### config.mk
export PLATFORM = sky130hd
export DESIGN_NAME = gps_sig_gen
export DESIGN_NICKNAME = d
export VERILOG_FILES = /design/src/rtl/gps_sig_gen_pkg.sv /design/src/rtl/ca_gen_lfsr.sv /design/src/rtl/gps_sig_gen.sv
export SDC_FILE = /design/constraint.sdc
export NUM_CORES = 1
export LEC_CHECK = 0
export CAP_MARGIN = 15
export CORE_ASPECT_RATIO = 0.5
export CORE_MARGIN = 2
export CORE_UTILIZATION = 65
export CTS_BUF_LIST = sky130_fd_sc_hd__clkbuf_8
export DETAILED_ROUTE_END_ITERATION = 10
export GPL_TIMING_DRIVEN = 0
export PLACE_DENSITY = 0.93
export SLEW_MARGIN = 20
export SYNTH_ARGS = -nofsm -noshare
export SYNTH_HDL_FRONTEND = slang
export SYNTH_SLANG_ARGS = --single-unit
### constraint.sdc
create_clock -name clk -period 12.1 [get_ports clk]
set_input_delay 3.025 -clock clk [delete_from_list [all_inputs] [get_ports clk]]
set_output_delay 3.025 -clock clk [all_outputs]
set_load 0.1 [all_outputs]
### src/rtl/gps_sig_gen_pkg.sv
// Shared GPS definitions: register-write op bits, L1 C/A code constants and
// the Gold-code shift-register taps used by the signal generator.
package gps_sig_gen_pkg;

  localparam int L1_CODELEN = 1023;

  // Channel op bits occupy 0..9; generator ops are allocated after them.
  localparam int SET_GEN_SAT  = 10;
  localparam int SET_GEN_LO   = 11;
  localparam int SET_GEN_CG   = 12;
  localparam int SET_GEN_DATA = 13;
  localparam int SET_GEN_CTRL = 14;

  localparam logic [15:0] GEN_OP_MASK = 16'b0111_1100_0000_0000;

  // Stage n of a tap vector is bit n (stages numbered 1..10).
  localparam logic [10:1] G1_TAPS = 10'b10_0000_0100;  // 1 + x^3 + x^10
  localparam logic [10:1] G2_TAPS = 10'b11_1010_0110;  // 1 + x^2+x^3+x^6+x^8+x^9+x^10

  typedef enum logic {
    GEN_IDLE = 1'b0,
    GEN_RUN  = 1'b1
  } gen_state_t;

  // Shift toward stage 10, feedback (XOR of tapped stages) enters stage 1.
  function automatic logic [10:1] lfsr_step(input logic [10:1] r, input logic [10:1] taps);
    lfsr_step = {r[9:1], ^(r & taps)};
  endfunction

endpackage

### src/rtl/ca_gen_lfsr.sv
// G1/G2 Gold-code pair for the C/A generator. `chip` reflects the state being
// written at this edge, so the parent can register it alongside its own next-state terms.
module ca_gen_lfsr
  import gps_sig_gen_pkg::*;
(
  input  logic        clk,
  input  logic        rst,
  input  logic        load,
  input  logic        adv,
  input  logic [10:1] g2_init,
  output logic        chip
);

  logic [10:1] g1;
  logic [10:1] g2;
  logic [10:1] g1_next;
  logic [10:1] g2_next;

  always_comb begin
    g1_next = g1;
    g2_next = g2;
    if (load) begin
      g1_next = '1;
      g2_next = g2_init;
    end else if (adv) begin
      g1_next = lfsr_step(g1, G1_TAPS);
      g2_next = lfsr_step(g2, G2_TAPS);
    end
  end

  always_ff @(posedge clk or posedge rst) begin
    if (rst) begin
      g1 <= '1;
      g2 <= '0;
    end else begin
      g1 <= g1_next;
      g2 <= g2_next;
    end
  end

  assign chip = g1_next[10] ^ g2_next[10];

endmodule

### src/rtl/gps_sig_gen.sv
// Synthetic GPS L1 C/A sign-sample generator: code NCO, carrier NCO, Gold code
// and 50 bps nav data, programmed through the channel register-write bus.
module gps_sig_gen
  import gps_sig_gen_pkg::*;
#(
  parameter int CODELEN        = L1_CODELEN,
  parameter int EPOCHS_PER_BIT = 20
) (
  input  logic        clk,
  input  logic        rst,
  input  logic        wrReg,
  input  logic [15:0] op,
  input  logic [31:0] tos,
  output logic        sample,
  output logic        epoch,
  output logic        data_req,
  output logic        running
);

  localparam int CW = $clog2(CODELEN);
  localparam int EW = (EPOCHS_PER_BIT > 1) ? $clog2(EPOCHS_PER_BIT) : 1;
  localparam logic [CW-1:0] LAST_CHIP  = CW'(CODELEN - 1);
  localparam logic [EW-1:0] LAST_EPOCH = EW'(EPOCHS_PER_BIT - 1);

  gen_state_t    state;
  logic [31:0]   lo_rate;
  logic [31:0]   cg_rate;
  logic [31:0]   lo_phase;
  logic [31:0]   cg_phase;
  logic [31:0]   data_word;
  logic [10:1]   g2_init;
  logic [CW-1:0] chip_idx;
  logic [EW-1:0] epoch_cnt;
  logic [4:0]    bit_idx;

  logic [31:0]   lo_next;
  logic [31:0]   cg_next;
  logic [31:0]   data_word_next;
  logic [CW-1:0] chip_idx_next;
  logic [EW-1:0] epoch_cnt_next;
  logic [4:0]    bit_idx_next;
  logic          data_req_next;
  logic          chip_adv;
  logic          code_wrap;
  logic          bit_adv;
  logic          dbit_next;
  logic          chip_next;
  logic          active_next;

  logic wr_sat, wr_lo, wr_cg, wr_data, wr_ctrl, start, stop;
  logic unused_op;

  assign wr_sat   = wrReg & op[SET_GEN_SAT];
  assign wr_lo    = wrReg & op[SET_GEN_LO];
  assign wr_cg    = wrReg & op[SET_GEN_CG];
  assign wr_data  = wrReg & op[SET_GEN_DATA];
  assign wr_ctrl  = wrReg & op[SET_GEN_CTRL];
  assign start    = wr_ctrl & tos[0];
  assign stop     = wr_ctrl & ~tos[0];
  assign unused_op = ^(op & ~GEN_OP_MASK);

  assign active_next = start | ((state == GEN_RUN) & ~stop);

  // Everything is computed as next state so that `sample` in a cycle reflects
  // the NCO/code/data state held in that same cycle, starting at phase 0.
  always_comb begin
    lo_next        = lo_phase;
    cg_next        = cg_phase;
    chip_adv       = 1'b0;
    code_wrap      = 1'b0;
    bit_adv        = 1'b0;
    chip_idx_next  = chip_idx;
    epoch_cnt_next = epoch_cnt;
    bit_idx_next   = bit_idx;
    data_req_next  = data_req;
    if (start) begin
      lo_next        = '0;
      cg_next        = '0;
      chip_idx_next  = '0;
      epoch_cnt_next = '0;
    end else if (state == GEN_RUN && !stop) begin
      lo_next = lo_phase + lo_rate;
      {chip_adv, cg_next} = {1'b0, cg_phase} + {1'b0, cg_rate};
      if (chip_adv) begin
        if (chip_idx == LAST_CHIP) begin
          code_wrap     = 1'b1;
          chip_idx_next = '0;
          if (epoch_cnt == LAST_EPOCH) begin
            epoch_cnt_next = '0;
            bit_adv        = 1'b1;
          end else begin
            epoch_cnt_next = epoch_cnt + 1'b1;
          end
        end else begin
          chip_idx_next = chip_idx + 1'b1;
        end
      end
    end
    if (bit_adv && !data_req) begin
      if (bit_idx == 5'd31) data_req_next = 1'b1;
      bit_idx_next = bit_idx + 5'd1;
    end
    // A reload landing on a bit boundary restarts at bit 0 of the new word.
    if (wr_data) begin
      bit_idx_next  = '0;
      data_req_next = 1'b0;
    end
  end

  assign data_word_next = wr_data ? tos : data_word;
  assign dbit_next      = data_req_next ? 1'b0 : data_word_next[5'd31 - bit_idx_next];

  ca_gen_lfsr u_lfsr (
    .clk     (clk),
    .rst     (rst),
    .load    (start | code_wrap),
    .adv     (chip_adv),
    .g2_init (g2_init),
    .chip    (chip_next)
  );

  always_ff @(posedge clk or posedge rst) begin
    if (rst) begin
      lo_rate   <= '0;
      cg_rate   <= '0;
      g2_init   <= '0;
      data_word <= '0;
      bit_idx   <= '0;
      data_req  <= 1'b1;
      lo_phase  <= '0;
      cg_phase  <= '0;
      chip_idx  <= '0;
      epoch_cnt <= '0;
    end else begin
      if (wr_sat) g2_init <= tos[9:0];
      if (wr_lo)  lo_rate <= tos;
      if (wr_cg)  cg_rate <= tos;
      data_word <= data_word_next;
      bit_idx   <= bit_idx_next;
      data_req  <= data_req_next;
      lo_phase  <= lo_next;
      cg_phase  <= cg_next;
      chip_idx  <= chip_idx_next;
      epoch_cnt <= epoch_cnt_next;
    end
  end

  always_ff @(posedge clk or posedge rst) begin
    if (rst) begin
      state   <= GEN_IDLE;
      running <= 1'b0;
      sample  <= 1'b0;
      epoch   <= 1'b0;
    end else begin
      case (state)
        GEN_IDLE: if (start) state <= GEN_RUN;
        GEN_RUN:  if (stop)  state <= GEN_IDLE;
      endcase
      running <= active_next;
      sample  <= active_next & (lo_next[31] ^ chip_next ^ dbit_next);
      epoch   <= start | code_wrap;
    end
  end

endmodule

; Yosys cells after proc, flatten, opt, wreduce, memory -nomap -nowiden
; Cells that the tools add are included.
[totals]
ff_bits = 215
out_inout_bits = 4
word_cells = 98
input_bits = 51
[op_classes]
bitwise = 17
mux = 40
addsub = 6
order_cmp = 1
n_eq_ne = 3
n_reduce_logical = 12
[ops]
columns = operator, count
row1 = 32-bit 2-to-1 mux, 5
row2 = 10-bit 2-to-1 mux, 8
row3 = 5-bit 2-to-1 mux, 7
row4 = 32-bit by 32-bit adder with 33-bit output, 1
row5 = 32-bit adder, 1
row6 = 10-bit XOR reduction, 2
row7 = 1-bit 2-to-1 mux, 18
row8 = 10-bit by 1-bit adder with 10-bit output (second input constant), 1
row9 = 5-bit by 1-bit adder with 5-bit output (second input constant), 2
row10 = 10-bit == test (second input constant), 1
row11 = 5-bit == test (second input constant), 2
row12 = 1-bit bitwise AND, 9
row13 = 2-bit nonzero test, 4
row14 = 5-bit by 6-bit < comparator with 1-bit output (second input constant), 1
row15 = 1-bit binary-select mux with 5-bit select, 1
row16 = 5-bit subtractor (first input constant), 1
row17 = 1-bit NOT, 3
row18 = 3-bit AND reduction, 1
row19 = 1-bit bitwise XOR, 3
row20 = 1-bit logical AND, 2
row21 = 1-bit zero test, 2
row22 = 1-bit OR, 2
row23 = 1-bit case mux with 2 select lines, 1
row24 = 2-bit AND reduction, 1

; Logic depth before layout (Yosys ltp)
[depth]
depth_word = 15
depth_mapped = 17
mapped_depth_nobuf = 17

; Hierarchy
; A second synthesis with hierarchy kept.
[hier_totals]
hier_cells = 1143
area_unflattened_um2 = 11726.2
[by_module_without_submodules]
columns = module, n_inst, cells_per_inst, seq_area_each_um2, area_per_inst_um2
row1 = gps_sig_gen, 1, 1059, 4855.9, 10761.6
row2 = ca_gen_lfsr, 1, 84, 513.0, 964.7

; Worst setup path before layout
; OpenSTA, ideal clock, no wires.
[synth_timing]
path_type = input-to-reg
startpoint = input wrReg
endpoint = register sample
cell_stages = 13
path_slack_ns = 6.257
path_buffers = 2
arrival_time_ns = 5.753
cell_sequence = clkbuf_1 > nand2_1 > and2_1 > clkbuf_1 > a21o_1 > o21ai_2 > xnor2_1 > mux2_1 > o311ai_1 > a311o_1 > o22ai_1 > or4_1 > o2111ai_1
[synth_via]
elab_chain_len = 15
[synth_rtl]
columns = element, line_no
row1 = start: declaration, gps_sig_gen.sv:11  ; input logic wrReg,
row2 = 1-bit bitwise AND, gps_sig_gen.sv:57  ; assign wr_ctrl = wrReg & op[SET_GEN_CTRL];
row3 = 1-bit bitwise AND, gps_sig_gen.sv:59  ; assign stop = wr_ctrl & ~tos[0];
row4 = 1-bit zero test, gps_sig_gen.sv:81  ; end else if (state == GEN_RUN && !stop) begin
row5 = 1-bit logical AND, gps_sig_gen.sv:81
row6 = 1-bit 2-to-1 mux, gps_sig_gen.sv:81
row7 = 1-bit 2-to-1 mux, gps_sig_gen.sv:76  ; if (start) begin
row8 = 1-bit logical AND, gps_sig_gen.sv:99  ; if (bit_adv && !data_req) begin
row9 = 5-bit 2-to-1 mux, gps_sig_gen.sv:99
row10 = 5-bit 2-to-1 mux, gps_sig_gen.sv:104  ; if (wr_data) begin
row11 = 5-bit subtractor, gps_sig_gen.sv:111  ; assign dbit_next = data_req_next ? 1'b0 : data_word_next[5'd31 - bit_idx_next];
row12 = 1-bit binary-select mux with 5-bit select, gps_sig_gen.sv:111
row13 = 1-bit 2-to-1 mux (not written as such), gps_sig_gen.sv:111
row14 = 1-bit 2-to-1 mux, gps_sig_gen.sv:111
row15 = 1-bit bitwise XOR, gps_sig_gen.sv:160  ; sample <= active_next & (lo_next[31] ^ chip_next ^ dbit_next);
row16 = 1-bit bitwise AND *, gps_sig_gen.sv:160
row17 = end signal: assignment, gps_sig_gen.sv:160
row18 = end: declaration, gps_sig_gen.sv:14  ; output logic sample,
; Every way passes the cells marked *; elsewhere a longest branch is shown, timed or not. The select of a mux whose other input is x is not followed.
; A chain may end at the register's enable or synchronous reset.

; Final worst setup path
[layout_timing]
startpoint = input op[14]
endpoint = register sample
[layout_via]
elab_chain_len = 15
[layout_rtl]
columns = element, line_no
row1 = start: declaration, gps_sig_gen.sv:12  ; input logic [15:0] op,
row2 = 1-bit bitwise AND *, gps_sig_gen.sv:57
row3 = 1-bit bitwise AND, gps_sig_gen.sv:59
row4 = 1-bit zero test, gps_sig_gen.sv:81
row5 = 1-bit logical AND, gps_sig_gen.sv:81
row6 = 1-bit 2-to-1 mux, gps_sig_gen.sv:81
row7 = 1-bit 2-to-1 mux, gps_sig_gen.sv:76
row8 = 1-bit logical AND, gps_sig_gen.sv:99
row9 = 5-bit 2-to-1 mux, gps_sig_gen.sv:99
row10 = 5-bit 2-to-1 mux, gps_sig_gen.sv:104
row11 = 5-bit subtractor, gps_sig_gen.sv:111
row12 = 1-bit binary-select mux with 5-bit select, gps_sig_gen.sv:111
row13 = 1-bit 2-to-1 mux (not written as such), gps_sig_gen.sv:111
row14 = 1-bit 2-to-1 mux, gps_sig_gen.sv:111
row15 = 1-bit bitwise XOR, gps_sig_gen.sv:160
row16 = 1-bit bitwise AND *, gps_sig_gen.sv:160
; Marks and branches as above.

==> key figures <==
Cells and area
  • Final instance area: 13,500 um2
  • Commonest cells after routing, fill and taps aside: 243 x nand2_1, 203 x dfrtp_1, 96 x o21ai_0
  • Synth-to-Final Area Change: 12.5%
  • Share of post-route cells with drive strength above 1: 12.2%
  • Fill cells: 1,199
  • Multi-input logic area: 6330 um2
  • Most common cell after layout, fill and taps aside: nand2_1
  • Post-layout util: 73.9%
  • Register Area: 5370 um2
  • Ant diodes: 0
  • Final #Nets: 1,438

Floorplan
  • Ports: 55
  • Die span in x: 196 um
  • Initial Utilization: 65.7%
  • Die ar.: 19,600 um2
  • Die Ht: 100 um
  • CORE AREA: 18,200 um2
  • Core Rows: 35

Place
  • Port Buffer Count: 42
  • DP Area: 12,800 um2
  • Dpl hpwl: 22.6 mm
  • GPL Wtd Cong: 0.969

Setup path
  • Crit path DAT: 7.00 ns
  • Crit path launch type: input port
  • CP endpoint kind: flip-flop
  • Kind of critical path: input port to flip-flop
  • Req. time, crit path: 12.53 ns
  • Max FO, Critical Path: 10

Global route
  • Vias in the first global route: 10,200
  • Antenna violations before repair: 0
  • Total grt overflow: 0
  • GR Util All Layers: 33.6%
  • Largest net degree at the start of global routing: 88
  • First-pass GRT wire length: 51.9 mm

STA
  • Post-layout minimum cycle time: 6.57 ns
  • Max Slew Vio Count: 0
  • Unrepaired setup endpoints after global routing: false
  • Final Hold Violating Endpoints: 0
  • Max Clk Rate: 152 MHz
  • Worst Skew: 0.0281 ns
  • TNS Setup: 0 ns
  • Worst slew pin tran: 0.974 ns
  • Final period utilization: 54.3%
  • Worst slew margin: 34.8%
  • Final setup fails: 0

Run status
  • Status: complete, but fails checks
  • Failing checks: DRC

Clock tree
  • Hold buffer count at CTS: 0
  • Root buf cell: clkbuf_8
  • Clock transition at path regs: 0.07 ns
  • Clock Path Buffers: 3
  • Num CTS Buffers: 34
  • Setup bufs post-CTS: 0
  • Clk sinks: 214
  • Worst skew pair latency: 0.55 ns
  • Post-cts sizing count: 0
  • H-tree Lvls: 2
  • CTS tree: yes

Yosys
  • Ranking of synthesized cells by area: dfrtp_1 42%, nand2_1 7.6%, mux2_2 7.2%, ha_1 7.1%, o21ai_0 4.0%
  • Syn nets: 1,358
  • Cell count after synthesis: 1,237
  • EDFF count, synth: 0
  • Mean Syn Cell Area: 9.68 um2
  • Post-Syn Area: 12,000 um2
  • Unique masters post-synth: 75
  • Synth warn: 0
  • Synth Register Bits: 214
  • Post-synth top area cell: dfrtp_1
  • Top FF cell, synth: dfrtp_1
  • Synth top area share: 42.4%
  • Register area share after synthesis: 44.9%
  • Post-synth ARST share: 100%

Pwr
  • Pwr/cell area: 219 nW/um2
  • Worst VDD drop: 112 uV
  • P_leak: 6.23 nW
  • Total power: 0.00295 W

Drt
  • # DRC: 1
  • Avg WL per Cell: 20.4 um
  • DRT Wirelength: 32.2 mm
  • Detailed Routing Iterations Pass 1: 9
  • Total number of vias: 10,200
  • Initial DRC count: 972
  • Final ANT Viol Nets: 0
  • Vias per cell: 6.45

Min path
  • Hold Crit Class: flip-flop to flip-flop

Flow run
  • Max cap viols: 0
==> logic make-up after synthesis <==
group	share of synthesized area [%]
xor+xnor	4.98
fa+ha+maj	7.44
compound gates	15.7
simple gates	16.2
flops	44.9
buf+inv	2.28
mux	8.51
==> worst max-delay path, cell delays in order <==
cell             delay, ns
clkdlybuf4s50_1       0.51
nand2_1               0.13
nand2_1               0.27
nor3_1                0.36
a21o_1                0.26
o21ai_2               0.21
xnor2_1               0.52
mux2_1                0.44
o311ai_1              0.25
a311o_1               0.24
o22ai_1               0.14
or4_1                 0.51
o2111ai_1             0.13
==> cell usage after synthesis (all sizes together) (10+ instances only) <==
cell type  number
nand2         244
dfrtp         203
o21ai          98
mux2           78
ha             68
a21oi          63
nor2           54
clkbuf         38
xor2           35
xnor2          33
nand3          32
a21o           29
nor3           25
inv            24
a31oi          18
o21bai         15
mux2i          14
nand2b         13
and3           12
dfstp          11
o31ai          11
buf            10
or3            10
==> final timing paths <==
| kind | from | endpoint | cells after the start | slack [ns] |
|---|---|---|---|---|
| min | data_word[7] | data_word[7] | 2 | 0.49 |
| min reg2reg | data_word[7] | data_word[7] | 2 | 0.49 |
| max reg2reg | cg_rate[0] | sample | 16 | 7.16 |
| max in group asynchronous | rst | lo_phase[23] | 4 | 8.02 |
| max | op[14] | sample | 13 | 5.53 |
| min in group asynchronous | rst | g2_init[6] | 2 | 2.89 |
==> layout make-up <==
cell class | instances | area share [%]
buffer | 48 | 1.36
clock buffer | 46 | 4.70
clock inverter | 12 | 0.576
inverter | 24 | 0.725
multi-input combinational | 951 | 47.0
sequential | 214 | 39.9
tap | 240 | 2.23
timing repair buffer | 44 | 3.53
==> metrics by stage <==
step | hold slack (ns) | cells | setup WS, ns
6_report | 0.486 | 1579 | 5.53
5_1_grt | 0.503 | 1579 | 5.42
4_1_cts | 0.478 | 1579 | 5.65
3_5_place_dp | 0.458 | 1521 | 5.17
3_3_place_gp | 0.455 | 1519 | 0.829
2_1_floorplan | 0.437 | 1237 | 3.24
==> layer usage <==
layer / GRT usage [%] / vias up / part of all wire [%]
met5: 0 / - / 0
met4: 12.8 / 0 / 3.6
met3: 8.64 / 118 / 9.7
met2: 54.6 / 501 / 45
met1: 44.2 / 5001 / 41
li1: - / 4564 / -
==> flip-flops by register name (all words and copies together), names as in the netlist <==
| register | flops |
|---|---|
| running | 1 |
| bit_idx | 5 |
| data_req | 1 |
| sample | 1 |
| cg_phase | 32 |
| g2_init | 10 |
| lo_phase | 32 |
| data_word | 32 |
| u_lfsr.g2 | 10 |
| chip_idx | 10 |
| epoch_cnt | 5 |
| cg_rate | 32 |
| lo_rate | 32 |
| epoch | 1 |
| u_lfsr.g1 | 10 |
==> where the power goes <==
| group | leakage, nW | switching, W | internal, W | total (W) |
|---|---|---|---|---|
| registers | 2.62 | 0.000125 | 0.000910 | 0.00104 |
| clock network | 0.401 | 0.000298 | 0.000359 | 0.000657 |
| logic | 3.21 | 0.000726 | 0.000532 | 0.00126 |
| total | 6.23 | 0.00115 | 0.00180 | 0.00295 |
No activity file was read; power rests on OpenSTA's default activity.
